<file path="src/rtl/requant_pkg.sv">
// Shared widths, output limits and the per-beat sideband record for the
// INT32 -> INT8 requantization pipeline.
package requant_pkg;

    localparam int ACC_W   = 32;
    localparam int SCALE_W = 16;
    localparam int SHIFT_W = 5;
    localparam int OUT_W   = 8;
    localparam int PROD_W  = ACC_W + SCALE_W;

    localparam int OUT_MAX = 127;
    localparam int OUT_MIN = -128;

    typedef struct packed {
        logic signed [ACC_W-1:0]   acc;
        logic signed [SCALE_W-1:0] scale;
        logic        [SHIFT_W-1:0] shift;
        logic signed [OUT_W-1:0]   zp;
    } requant_beat_t;

endpackage

</file>
<file path="src/rtl/requant_unit_rounding_shifter.sv">
// Combinational round-half-up arithmetic right shift of the signed product.
// The result is one bit wider than the product so the rounding bias never overflows.
module rounding_shifter #(
    parameter int PROD_WIDTH  = 48,
    parameter int SHIFT_WIDTH = 5
) (
    input  logic signed [PROD_WIDTH-1:0]  prod,
    input  logic        [SHIFT_WIDTH-1:0] shift,
    output logic signed [PROD_WIDTH:0]    rounded
);

    localparam int R_WIDTH = PROD_WIDTH + 1;

    logic signed [R_WIDTH-1:0] prod_ext;
    logic signed [R_WIDTH-1:0] bias;
    logic signed [R_WIDTH-1:0] biased;

    always_comb begin
        prod_ext = R_WIDTH'(prod);
        // Half an output LSB; only meaningful when shift is non-zero.
        bias     = R_WIDTH'(1) << (shift - SHIFT_WIDTH'(1));
        biased   = prod_ext + bias;
        if (shift == '0) begin
            rounded = prod_ext;
        end else begin
            rounded = biased >>> shift;
        end
    end

endmodule

</file>
<file path="src/rtl/requant_unit.sv">
// Three-stage valid/ready requantizer: multiply, rounding shift + zero point, saturate.
// Build option: define REQUANT_RELU_EN to clamp the low end at the zero point instead of -128.
module requant_unit
    import requant_pkg::*;
#(
    parameter int ACC_WIDTH   = ACC_W,
    parameter int SCALE_WIDTH = SCALE_W,
    parameter int SHIFT_WIDTH = SHIFT_W,
    parameter int OUT_WIDTH   = OUT_W
) (
    input  logic                          clk,
    input  logic                          rst_n,
    input  logic                          flush,
    input  logic                          in_valid,
    output logic                          in_ready,
    input  logic signed [ACC_WIDTH-1:0]   acc_in,
    input  logic signed [SCALE_WIDTH-1:0] scale_in,
    input  logic        [SHIFT_WIDTH-1:0] shift_in,
    input  logic signed [OUT_WIDTH-1:0]   zero_point_in,
    output logic                          out_valid,
    input  logic                          out_ready,
    output logic signed [OUT_WIDTH-1:0]   data_out,
    output logic                          sat_out
);

    localparam int PROD_WIDTH = ACC_WIDTH + SCALE_WIDTH;
    localparam int R_WIDTH    = PROD_WIDTH + 1;
    localparam int V_WIDTH    = PROD_WIDTH + 2;

    localparam logic signed [V_WIDTH-1:0] V_MAX = V_WIDTH'(OUT_MAX);
    localparam logic signed [V_WIDTH-1:0] V_MIN = V_WIDTH'(OUT_MIN);

    requant_beat_t in_beat;

    logic s1_valid, s2_valid, s3_valid;
    logic s1_ready, s2_ready, s3_ready;
    logic in_fire;

    logic signed [PROD_WIDTH-1:0]  s1_prod;
    logic        [SHIFT_WIDTH-1:0] s1_shift;
    logic signed [OUT_WIDTH-1:0]   s1_zp;
    logic signed [R_WIDTH-1:0]     s1_rounded;
    logic signed [V_WIDTH-1:0]     s1_v;

    logic signed [V_WIDTH-1:0]     s2_v;
`ifdef REQUANT_RELU_EN
    logic signed [OUT_WIDTH-1:0]   s2_zp;
`endif

    logic signed [V_WIDTH-1:0]     lo_bound;
    logic signed [OUT_WIDTH-1:0]   sat_data;
    logic                          sat_flag;

    logic signed [OUT_WIDTH-1:0]   s3_data;
    logic                          s3_sat;

    assign in_beat = '{acc: acc_in, scale: scale_in, shift: shift_in, zp: zero_point_in};

    // Each stage frees up when it is empty or its content moves on; bubbles collapse.
    assign s3_ready = !s3_valid || out_ready;
    assign s2_ready = !s2_valid || s3_ready;
    assign s1_ready = !s1_valid || s2_ready;
    assign in_ready = s1_ready && !flush;
    assign in_fire  = in_valid && in_ready;

    rounding_shifter #(
        .PROD_WIDTH  (PROD_WIDTH),
        .SHIFT_WIDTH (SHIFT_WIDTH)
    ) u_rounding_shifter (
        .prod    (s1_prod),
        .shift   (s1_shift),
        .rounded (s1_rounded)
    );

    assign s1_v = V_WIDTH'(s1_rounded) + V_WIDTH'(s1_zp);

    always_comb begin
        lo_bound = V_MIN;
`ifdef REQUANT_RELU_EN
        lo_bound = V_WIDTH'(s2_zp);
`endif
        sat_data = s2_v[OUT_WIDTH-1:0];
        sat_flag = 1'b0;
        if (s2_v > V_MAX) begin
            sat_data = OUT_WIDTH'(OUT_MAX);
            sat_flag = 1'b1;
        end else if (s2_v < lo_bound) begin
            sat_data = lo_bound[OUT_WIDTH-1:0];
            sat_flag = 1'b1;
        end
    end

    always_ff @(posedge clk) begin
        if (!rst_n) begin
            s1_valid <= 1'b0;
            s2_valid <= 1'b0;
            s3_valid <= 1'b0;
            s1_prod  <= '0;
            s1_shift <= '0;
            s1_zp    <= '0;
            s2_v     <= '0;
`ifdef REQUANT_RELU_EN
            s2_zp    <= '0;
`endif
            s3_data  <= '0;
            s3_sat   <= 1'b0;
        end else if (flush) begin
            s1_valid <= 1'b0;
            s2_valid <= 1'b0;
            s3_valid <= 1'b0;
        end else begin
            if (s1_ready) s1_valid <= in_fire;
            if (s2_ready) s2_valid <= s1_valid;
            if (s3_ready) s3_valid <= s2_valid;

            if (in_fire) begin
                s1_prod  <= PROD_WIDTH'(in_beat.acc) * PROD_WIDTH'(in_beat.scale);
                s1_shift <= in_beat.shift;
                s1_zp    <= in_beat.zp;
            end
            if (s2_ready && s1_valid) begin
                s2_v  <= s1_v;
`ifdef REQUANT_RELU_EN
                s2_zp <= s1_zp;
`endif
            end
            // Output registers only change on a real load, so a stalled beat holds still.
            if (s3_ready && s2_valid) begin
                s3_data <= sat_data;
                s3_sat  <= sat_flag;
            end
        end
    end

    assign out_valid = s3_valid;
    assign data_out  = s3_data;
    assign sat_out   = s3_sat;

endmodule

</file>
<file path="config.mk">
export PLATFORM = sky130hd
export DESIGN_NAME = requant_unit
export DESIGN_NICKNAME = d
export VERILOG_FILES = /design/src/rtl/requant_pkg.sv /design/src/rtl/requant_unit_rounding_shifter.sv /design/src/rtl/requant_unit.sv
export SDC_FILE = /design/constraint.sdc
export NUM_CORES = 2
export LEC_CHECK = 0
export CELL_PAD_IN_SITES_DETAIL_PLACEMENT = 1
export CELL_PAD_IN_SITES_GLOBAL_PLACEMENT = 1
export CORE_ASPECT_RATIO = 0.7
export CORE_MARGIN = 2
export CORE_UTILIZATION = 40
export DETAILED_ROUTE_END_ITERATION = 10
export GPL_TIMING_DRIVEN = 1
export PLACE_DENSITY_LB_ADDON = 0.25
export SLEW_MARGIN = 40
export SYNTH_ARGS = -nofsm -noshare
export SYNTH_HDL_FRONTEND = slang
export SYNTH_SLANG_ARGS = --single-unit
</file>
<file path="constraint.sdc">
create_clock -name clk -period 18.2 [get_ports clk]
set_input_delay 3.64 -clock clk [delete_from_list [all_inputs] [get_ports clk]]
set_output_delay 3.64 -clock clk [all_outputs]
set_load 0.005 [all_outputs]
</file>
After elaboration in Yosys (flattened, before gate mapping)
Cells that the tools add are included.

operators by class
  add/sub/neg operators = 3
  $mul = 1
  magnitude comparators = 2
  shift-type cells = 2
  mux-type cells = 5
  bitwise gates (word level) = 2
  reductions and logical operators = 16

operator list
  kind                                                             number
  adder 49 x 8 -> 50 bit                                           1
  greater-than comparator 50 x 8 -> 1 bit (second input constant)  1
  < comparator 50 x 8 -> 1 bit (second input constant)             1
  adder 48 x 49 -> 49 bit                                          1
  2-to-1 mux 49 bit                                                1
  left shift 1 x 5 -> 49 bit (first input constant)                1
  >>> shifter 49 x 5 -> 49 bit                                     1
  multiplier 32 x 16 -> 48 bit                                     1
  2-to-1 mux 8 bit                                                 2
  AND reduction 2 bit                                              3
  logical NOT 5 bit                                                1
  subtractor 5 x 1 -> 5 bit (second input constant)                1
  logical AND 1 bit                                                4
  logical NOT 1 bit                                                4
  logical OR 1 bit                                                 3
  2-to-1 mux 1 bit                                                 2
  NOT 1 bit                                                        2
  OR reduction 2 bit                                               1

word-level totals
  register bits after elaboration = 123
  input bits = 66
  output and inout port bits = 11

Depth between registers and ports, before layout
  word-level depth = 7
  mapped depth = 32
  gate-level depth less buffers = 28

Modules after synthesis
Synthesis repeated with hierarchy kept, for this count alone.

unflattened totals
  cell total of the unflattened synthesis = 4028
  area total of the unflattened synthesis = 31755.5 um^2

by module, submodules not included
  module            instances  cells each  area each (um^2)
  requant_unit      1          2969        24974.0
  rounding_shifter  1          1059        6781.5

Least setup slack after synthesis
OpenSTA, ideal clock, no wires.

  path type = input port to flip-flop
  start point = input scale_in[15]
  end point = register s1_prod[46]
  setup time = 0.091 ns
  data arrival time = 9.960 ns
  data required time = 18.109 ns
  path slack = 8.149 ns
  stages on the path = 22
  cells stage by stage = clkbuf_1 > nand2b_1 > fa_1 > fa_1 > inv_1 > fa_1 > inv_1 > fa_1 > fa_1 > inv_1 > fa_1 > ha_1 > a21o_1 > a221o_1 > a211oi_1 > a21oi_1 > or2_2 > a211o_1 > a311oi_1 > o221a_2 > o21ai_0 > a311oi_1

between the ends
  longest elaborated chain between the ends = 1

RTL lines
  what                          RTL line             source
  start: declaration            requant_unit.sv:17   input logic signed [SCALE_WIDTH-1:0] scale_in,
  multiplier 32 x 16 -> 48 bit  requant_unit.sv:117  s1_prod <= PROD_WIDTH'(in_beat.acc) * PROD_WIDTH'(in_beat.scale);
  end signal: assignment        requant_unit.sv:117
  end: declaration              requant_unit.sv:39   logic signed [PROD_WIDTH-1:0] s1_prod;

No other way between the ends.
A chain may end at the register's enable or synchronous reset.

Final worst setup path
  start point = input acc_in[6]
  end point = register s1_prod[46]

between the ends
  longest elaborated chain between the ends = 1

RTL lines
  what                          RTL line             source
  start: declaration            requant_unit.sv:16   input logic signed [ACC_WIDTH-1:0] acc_in,
  multiplier 32 x 16 -> 48 bit  requant_unit.sv:117

No other way between the ends.

==> results.py <==
metrics = {
    "timing": {
        "period_minus_slack_ns": 11.21,
        "worst_pin_slew_ns": 0.934,
        "setup_tns_ns": 0,
        "post-route-period-util_pct": 61.6,
        "max_freq_mhz": 89.2,
        "setup_viol": 0,
        "finalHoldViolCount": 0,
        "fin_skew_ns": 0.0183,
        "slew_headroom_pct": 37.7,
        "final_max_slew_viol_count": 0,
        "rsz0062_at_grt": "no",
    },
    "synth": {
        "yosysMostFrequentCell": "nand2_1",
        "yosys-top-cells-area": "fa_1 31%, dfxtp_1 7.7%, ha_1 7.6%",
        "synth.area.mux_share_pct": 3.51,
        "syn_avg_cell_area_um2": 7.96,
        "synth-compound-area-share_pct": 18.0,
        "synth_xor_area_share_pct": 3.16,
        "synth_edf_count": 0,
        "netlist.area_leader.share_pct": 30.6,
        "synthCells": 4008,
        "synth_top_family_by_area": "adder cells",
        "synthAdderAreaFrac_pct": 38.3,
        "ys_top_cells_by_count": "597 x nand2_1, 556 x inv_1, 488 x fa_1, 243 x a21oi_1, 209 x clkbuf_1",
        "yosys_warnings": 0,
        "synthArstFlopShare_pct": 0,
        "post_synth_and_or_nand_nor_area_fraction_pct": 20.0,
        "synthFlopType": "dfxtp_1",
        "seq_area_frac_synth_pct": 7.72,
        "synth-seq-cells": 123,
        "ys_types": 93,
        "synth_nets": 4757,
        "yosysTopAreaCell": "fa_1",
        "syn_area_um2": 31900,
    },
    "clocking": {
        "hold_buffers": 0,
        "worstSkewPairLatency_ns": 0.47,
        "ctsResizeCount": 0,
        "clkTransAtPathRegs_ns": 0.07,
        "cts.sinks": 123,
        "root_buffer": "clkbuf_16",
        "cts_tree": "built",
        "cts_setup_buffers": 0,
        "clock_path_buffers": 2,
        "numCtsBuffers": 17,
        "htree_num_levels": 4,
    },
    "floorplanning": {
        "fp.dieW_um": 342,
        "rows": 86,
        "core_um2": 78900,
        "die_area_um2": 82100,
        "initial_utilization_pct": 40.5,
        "fp.dieH_um": 240,
        "io_pins": 77,
    },
    "power": {
        "leakage_nw": 15.4,
        "vdd_drop_max_mv": 0.296,
        "p_per_area_nw_per_um2": 215,
        "p_comb_share_pct": 90.1,
        "p_sw_mw": 4.07,
        "seqPwrFrac_pct": 4.8,
        "clock_power_share_pct": 5.0,
        "netSwitchingFraction_pct": 55.4,
        "power.internal_mw": 3.29,
    },
    "job": {
        "max_cap_viol_count": 0,
    },
    "critical_path": {
        "endpoint_kind": "register",
        "cp_data_required_time_ns": 18.57,
        "critical_path.max_fanout": 16,
        "critPathKind": "input pin to register",
        "arrival_ns": 11.57,
        "start_kind": "input pin",
    },
    "routing": {
        "drt_iter0_drc": 2571,
        "viasPerCell": 5.90,
        "post_drt_wl_per_cell_um": 23.6,
        "drc": 0,
        "vias": 29500,
        "final_antenna_net_count": 0,
        "routed_wl_um": 118000,
        "drtPass1Iterations": 7,
    },
    "grt": {
        "grt.overflow.total": 0,
        "antenna_found_initial": 3,
        "grt_usage_pct": 29.4,
        "grt_pass1_vias": 30600,
        "grt_pass1_wl_um": 186000,
        "grt_start_max_net_pins": 70,
    },
    "cells_and_area": {
        "area_growth_pct": 7.32,
        "final_cells": 5001,
        "drive_above_1_share_pct": 5.12,
        "nets": 4681,
        "n_antenna_cell": 0,
        "nFillCells": 9548,
    },
    "placed_design": {
        "dp.cells": 4966,
        "dpl.hpwl_um": 93200,
        "port_buffers": 76,
        "place_congestion": 0.975,
    },
    "run_status": {
        "status": "complete, no violations",
    },
    "worst_hold_path": {
        "min_path_type": "register to register",
    },
}
==> cell type report <==
| cell class | instances | area, µm² | share of cell area [%] |
|---|---|---|---|
| repair buffers | 138 | 1200 | 3.51 |
| well taps | 1056 | 1320 | 3.86 |
| clock inverters | 11 | 133 | 0.387 |
| inverters | 559 | 2100 | 6.13 |
| flip-flops and latches | 123 | 2470 | 7.21 |
| clock buffers | 21 | 470 | 1.37 |
| multi-input cells | 3093 | 26600 | 77.5 |
==> metrics by stage <==
step	total power, mW	hold slack, ns	area [µm²]	worst slack [ns]	util (%)
3_5_place_dp	6.96	0.458	33600	6.60	42.6
5_1_grt	8.20	0.492	34200	6.64	43.4
3_3_place_gp	6.79	0.445	33500	6.80	42.5
6_report	7.36	0.463	34200	6.99	43.4
4_1_cts	7.37	0.468	34200	7.03	43.4
2_1_floorplan	5.26	0.432	31900	8.15	-
==> cells in the final DEF, fill, tap and decap left out, types with 75 or more instances in the layout <==
cell type / Yosys / final
inv_1: 556 / 555
xnor2_1: 75 / 75
ha_1: 195 / 194
and2_1: 180 / 179
nor2_1: 204 / 200
o21ai_0: 147 / 146
fa_1: 488 / 488
dfxtp_1: 123 / 118
nand2_1: 597 / 593
a21oi_1: 243 / 242
==> worst max-delay path: stages <==
cell             delay (ns)
clkdlybuf4s50_1        1.01
nand2_1                0.18
fa_1                   0.53
fa_1                   0.52
inv_1                  0.05
fa_1                   0.47
inv_1                  0.06
fa_1                   0.50
fa_1                   0.55
inv_1                  0.06
fa_1                   0.49
ha_1                   0.39
a21o_1                 0.19
a221o_1                0.37
a211oi_1               0.31
a21oi_1                0.28
or2_2                  0.41
a211o_1                0.33
a311oi_1               0.54
o221a_2                0.32
o21ai_0                0.08
a311oi_1               0.27
==> metal layers <==
layer,up-vias,share of wire (%),track usage (%)
li1,13200,-,-
met1,15100,48,44.1
met2,1033,41,43.0
met3,107,9.7,7.73
met4,2,1.2,4.21
met5,-,0.0085,0
==> power groups by stage <==
stage | sequential [mW] | combinational (mW) | clock, mW
global placement | 0.360 | 6.43 | 0
CTS | 0.355 | 6.64 | 0.376
finish | 0.356 | 6.63 | 0.371
detailed placement | 0.361 | 6.60 | 0
global route | 0.359 | 7.45 | 0.385
floorplan | 0.327 | 4.93 | 0
==> flip-flops by register name, indices dropped and copies added, names as in the netlist <==
name,flops
s2_v,50
s2_valid,1
data_out,8
s1_shift,5
sat_out,1
s1_prod,48
s1_zp,8
s1_valid,1
out_valid,1
==> final timing paths <==
kind                    start          end  slack (ns)  depth (start not counted)
setup reg to reg  s1_shift[2]     s2_v[48]        7.43                         28
hold reg to reg      s1_zp[7]     s1_zp[7]        0.46                          2
setup / recovery    acc_in[6]  s1_prod[46]        6.99                         22
hold / removal       s1_zp[7]     s1_zp[7]        0.46                          2
==> kinds of logic after synthesis <==
logic type,Yosys count
adders and majority gates,683
buffers and inverters,792
xor gates and xnor gates,115
DFF,123
AOI/OAI and AO/OA,862
and+or+nand+nor,1355
muxes,78
No activity file was read; power rests on OpenSTA's default activity.
